File: src/rtl/text_row_formatter.sv
// text_row_formatter: 16-column character row. Columns 0-9 are a free label
// written through the label port; columns 10-15 show a 16-bit value as
// right-aligned unsigned decimal or "0x" hex, produced by a convert/write FSM.
module text_row_formatter #(
    parameter logic [7:0] ADDRESS_OFFSET = 8'd0
) (
    input  logic        clk,
    input  logic        reset,
    input  logic [15:0] value,
    input  logic        mode,
    input  logic        valueValid,
    output logic        ready,
    output logic        done,
    input  logic        wrEn,
    input  logic [3:0]  wrCol,
    input  logic [7:0]  wrChar,
    input  logic [7:0]  readAddress,
    output logic [7:0]  outByte
);

    localparam logic [1:0] S_IDLE    = 2'd0;
    localparam logic [1:0] S_CONVERT = 2'd1;
    localparam logic [1:0] S_WRITE   = 2'd2;

    logic [1:0]  state_q, state_d;
    logic [15:0] bin_q, bin_d;
    logic [19:0] bcd_q, bcd_d;
    logic        mode_q, mode_d;
    logic [3:0]  iter_q, iter_d;
    logic [3:0]  col_q, col_d;
    logic        done_q, done_d;
    logic [7:0]  buf_q [16];
    logic [19:0] bcd_adj;
    logic [7:0]  wr_char;

    // ASCII for one nibble: '0'-'9', then uppercase 'A'-'F'
    function automatic logic [7:0] nib_ascii(input logic [3:0] n);
        return (n < 4'd10) ? (8'h30 + {4'h0, n}) : (8'h37 + {4'h0, n});
    endfunction

    // Double-dabble correction for one BCD digit
    function automatic logic [3:0] dabble(input logic [3:0] n);
        return (n >= 4'd5) ? (n + 4'd3) : n;
    endfunction

    // BCD digits corrected before each shift
    always_comb begin
        bcd_adj = {dabble(bcd_q[19:16]), dabble(bcd_q[15:12]), dabble(bcd_q[11:8]),
                   dabble(bcd_q[7:4]), dabble(bcd_q[3:0])};
    end

    // Next-state logic for the accept / convert / write sequence
    always_comb begin
        state_d = state_q;
        bin_d   = bin_q;
        bcd_d   = bcd_q;
        mode_d  = mode_q;
        iter_d  = iter_q;
        col_d   = col_q;
        done_d  = 1'b0;
        case (state_q)
            S_IDLE: begin
                if (valueValid) begin
                    bin_d   = value;
                    mode_d  = mode;
                    bcd_d   = '0;
                    iter_d  = '0;
                    col_d   = 4'd10;
                    state_d = mode ? S_CONVERT : S_WRITE;
                end
            end
            S_CONVERT: begin
                bcd_d  = {bcd_adj[18:0], bin_q[15]};
                bin_d  = {bin_q[14:0], 1'b0};
                iter_d = iter_q + 4'd1;
                if (iter_q == 4'd15) begin
                    state_d = S_WRITE;
                    col_d   = 4'd10;
                end
            end
            S_WRITE: begin
                col_d = col_q + 4'd1;
                if (col_q == 4'd15) begin
                    state_d = S_IDLE;
                    col_d   = '0;
                    done_d  = 1'b1;
                end
            end
            default: state_d = S_IDLE;
        endcase
    end

    // Character for the value column currently being written; leading
    // decimal zeros blank out until the first non-zero digit (d0 always shown)
    always_comb begin
        logic z4, z3, z2, z1;
        z4 = (bcd_q[19:16] == 4'd0);
        z3 = z4 && (bcd_q[15:12] == 4'd0);
        z2 = z3 && (bcd_q[11:8] == 4'd0);
        z1 = z2 && (bcd_q[7:4] == 4'd0);
        wr_char = 8'h20;
        case (col_q)
            4'd10: wr_char = mode_q ? 8'h20 : 8'h30;
            4'd11: wr_char = mode_q ? (z4 ? 8'h20 : nib_ascii(bcd_q[19:16])) : 8'h78;
            4'd12: wr_char = mode_q ? (z3 ? 8'h20 : nib_ascii(bcd_q[15:12])) : nib_ascii(bin_q[15:12]);
            4'd13: wr_char = mode_q ? (z2 ? 8'h20 : nib_ascii(bcd_q[11:8])) : nib_ascii(bin_q[11:8]);
            4'd14: wr_char = mode_q ? (z1 ? 8'h20 : nib_ascii(bcd_q[7:4])) : nib_ascii(bin_q[7:4]);
            4'd15: wr_char = mode_q ? nib_ascii(bcd_q[3:0]) : nib_ascii(bin_q[3:0]);
            default: wr_char = 8'h20;
        endcase
    end

    // Control and datapath registers
    always_ff @(posedge clk or posedge reset) begin
        if (reset) begin
            state_q <= S_IDLE;
            bin_q   <= '0;
            bcd_q   <= '0;
            mode_q  <= 1'b0;
            iter_q  <= '0;
            col_q   <= '0;
            done_q  <= 1'b0;
        end else begin
            state_q <= state_d;
            bin_q   <= bin_d;
            bcd_q   <= bcd_d;
            mode_q  <= mode_d;
            iter_q  <= iter_d;
            col_q   <= col_d;
            done_q  <= done_d;
        end
    end

    // Character storage: label port owns cols 0-9, FSM owns cols 10-15
    always_ff @(posedge clk or posedge reset) begin
        if (reset) begin
            for (int unsigned i = 0; i < 16; i++) begin
                buf_q[i[3:0]] <= 8'h20;
            end
        end else begin
            if (wrEn && (wrCol <= 4'd9)) begin
                buf_q[wrCol] <= wrChar;
            end
            if (state_q == S_WRITE) begin
                buf_q[col_q] <= wr_char;
            end
        end
    end

    assign ready   = (state_q == S_IDLE);
    assign done    = done_q;
    assign outByte = (readAddress[7:4] == ADDRESS_OFFSET[7:4]) ? buf_q[readAddress[3:0]] : 8'h00;

endmodule

File: config.mk
export PLATFORM = sky130hd
export DESIGN_NAME = text_row_formatter
export DESIGN_NICKNAME = d
export VERILOG_FILES = /design/src/rtl/text_row_formatter.sv
export SDC_FILE = /design/constraint.sdc
export NUM_CORES = 1
export LEC_CHECK = 0
export ABC_AREA = 1
export BUFFER_PORTS_ARGS = -buffer_cell sky130_fd_sc_hd__buf_2
export CORE_UTILIZATION = 26
export DETAILED_ROUTE_END_ITERATION = 12
export PLACE_DENSITY_LB_ADDON = 0.08
export SLEW_MARGIN = 30
export SYNTH_ARGS = -nofsm -noshare
export SYNTH_HDL_FRONTEND = slang
export SYNTH_SLANG_ARGS = --single-unit
File: constraint.sdc
create_clock -name clk -period 12.8 [get_ports clk]
set_input_delay 1.92 -clock clk [delete_from_list [all_inputs] [get_ports clk]]
set_output_delay 1.92 -clock clk [all_outputs]
set_load 0.1 [all_outputs]
==> results.md <==
- Outcome: finished, final reports clean
- Setup Skew: approximately 12 ps
- DR pass1 iterations: 5
- Top cell type's share of synthesized area: ~39%
- Worst path max stage delay: roughly 530 ps
- Crit start category: input pin
- Leading area contributor after synthesis: dfrtp_1
- Post-CTS setup buffer count: 0
- Sum Neg Setup Slack: 0 ps
- Clock root buffer: clkbuf_16
- Maximum clock rate: approximately 150 MHz
- Layout area overhead: 12.8%
- Core footprint: approximately 0.038 mm²
- DRC: 0
- Pleak: ~5.2 nW
- M1 WL: between 15000 and 20000 µm
- Tot Pwr: 2.36 mW
- R2r setup slk: approximately 11000 ps
- Port Buffers: 50
- CTS buffer count: 17
- Mapped Area: between 0.01 and 0.015 mm²
- Actual slew at the worst max-slew pin: just over 900 ps
- Dominant cells by area after synthesis: dfrtp_1 39%, nand2_1 11%, o21ai_0 7.7%
- Final hold viol count: 0
- Setup CP Type: input pin to output port
- Overflow after GRT: 0
- Io pins: around 50
- Syn avg cell area: between 7 and 8 µm²
- Max layer used: met4
- Number of vias per cell: 4.81
- Worst path top cell family by delay: buffers and inverters
- Maxcap violations: 0
- DP Worst Slack: approximately 6300 ps
- Relative slew slack: 39.2%
- Slowest stage cell, crit path: buf_4
- Flops & latches, synth: ~180
- Count of different cell masters after synthesis: 44
- Starting Density: between 20% and 30%
- Met2 wire len: 15700 µm
- Largest net degree at the start of global routing: about 120
- Most numerous cell in the Yosys netlist: nand2_1
- Share of cells above drive strength 1: a little under an eighth
- PwrDens: 206 mW/mm²
- Initial antenna violation count: 0
- Gpl congestion: around 0.81
- Top_reg_cell synth: dfrtp_1
- Post-cts resize count: 0
- Clock Path Buffers: 2
- Iter 0 DRT Violations: between 600 and 700
- Yosys synthesis warning count: 0
- Buf+Inv Stages, Crit Path: 5
- Placed Area: 0.0109 mm²
- Gr usage total: between 10% and 20%
- Die area: between 0.03 and 0.04 mm²
- Final setup violation count: 0
- Width of the die: ~200 µm
- Critical Path RT: 10880 ps
- Min Tclk post-route: between 6000 and 7000 ps
- Final net count: 1444
- Number of synthesized flops with an enable pin: 0
- First-pass GRT wire length: between 50000 and 60000 µm
- Post-Route WL: between 30000 and 40000 µm
- Post-synth top cells: 300 x nand2_1, 165 x nor2_1, 160 x dfrtp_1, 156 x o21ai_0, 136 x inv_1
- CTS tree: yes
- Later-pin clock latency in the skew report: roughly 450 ps
- RSZ-0062 raised after global routing: false
- Post-Syn Instances: between 1000 and 1500
- Critical Path Fanout Max: 71
- Cts hold-fix bufs: 0
- Wire per inst: 18.5 µm
- Via count: roughly 9200
- H-tree depth: 4
- HPWL after detailed placement: around 25000 µm
- Antenna Cells: 0
- Worst vdd ir: approximately 120 µV
- Final WS setup: roughly 6200 ps
- Site Rows: 71
- WL met3: approximately 1400 µm
- Synth Net Count: between 1000 and 1500
- Reg clk slew, reported paths: approximately 70 ps
- Asr flop ratio synth: between 90% and 100%
- Data arrival time of the worst path: 4670 ps
- Vias in the first global route: 8724
- Post-synthesis sequential area ratio: 43.6%
- Worst-path cell chain: buf_2, buf_4, inv_1, buf_4, a21oi_1, o21ai_0, nand3_1, o211ai_1, a21oi_1, buf_2
- Final Max Slew Viols: 0
- Die Ht: ~200 µm
- Worst Hold Class: register to register
- Critical Path End Type: output port
- Final Cell Area: 0.0114 mm²
- CTS sink count: between 150 and 200
- Routed Antenna Nets: 0
- Final cycle utilization of the critical path: approximately half
report_power, final:
| part | switching (mW) | leakage [nW] | internal [mW] | total (mW) |
|---|---|---|---|---|
| clock | 0.233 | 0.257 | 0.262 | 0.495 |
| sequential | 0.145 | 2.14 | 0.734 | 0.880 |
| combinational | 0.668 | 2.80 | 0.314 | 0.982 |
| total | 1.05 | 5.20 | 1.31 | 2.36 |
routing by layer:
| layer | vias to the layer above | track usage (%) |
|---|---|---|
| met5 | - | 0 |
| met4 | 0 | 3.42 |
| met3 | 15 | 3.24 |
| met2 | 175 | 28.2 |
| met1 | 4411 | 27.6 |
| li1 | 4563 | - |
registers in the layout, indices dropped and copies added (netlist names):
register / cells
buf_q: 128
bcd_q: 20
bin_q: 16
col_q: 4
iter_q: 4
state_q: 2
done: 1
mode_q: 1
metrics by stage:
stage	hold slack (ps)	instances	utilization [%]
after global routing	507	1904	30.1
after detailed placement	463	1871	28.6
after CTS	481	1902	29.9
after global placement	472	1871	28.5
after floorplan	444	1358	-
final	481	1904	30.1
tightest hold or removal path: stages, from the launching register on:
cell	delay [ps]
dfrtp_1	340
nand2_1	60
nand2_1	50
worst paths after layout:
path                              end           start  cells after the start
hold / removal              buf_q[41]       buf_q[41]                      2
max in group asynchronous   buf_q[53]           reset                      4
hold reg to reg             buf_q[41]       buf_q[41]                      2
min in group asynchronous   buf_q[17]           reset                      2
setup reg to reg            buf_q[54]        col_q[1]                     10
setup / recovery           outByte[5]  readAddress[0]                     10
layout by cell type (no fill, tap or decap), drive strengths merged, types with 10 or more instances in the layout:
cell,netlist,routed
nor2,187,187
inv,155,155
o221ai,10,10
dfstp,16,16
buf,31,59
a211oi,29,29
o211ai,36,36
a21oi,93,93
nand3,66,66
dfrtp,160,160
ha,22,22
nand2,305,305
o22ai,20,20
clkbuf,24,25
o21ai,176,176
cells by family after synthesis:
kind of cell               Yosys count  share of synthesized area [%]
and+or+nand+nor                    570                           23.9
AOI/OAI and AO/OA                  375                           21.2
buffers and inverters              211                           8.26
DFF                                176                           43.6
adders and majority gates           22                           2.71
xor gates and xnor gates             4                          0.345
cell type report:
class | instances | area [µm²]
clock buffer | 25 | 485
clock inverter | 6 | 36.3
fill | 4219 | 26600
inverter | 156 | 596
multi-input combinational | 971 | 4900
sequential | 176 | 4420
tap | 511 | 639
timing repair buffer | 59 | 358
(Power assumes the default switching activity.)
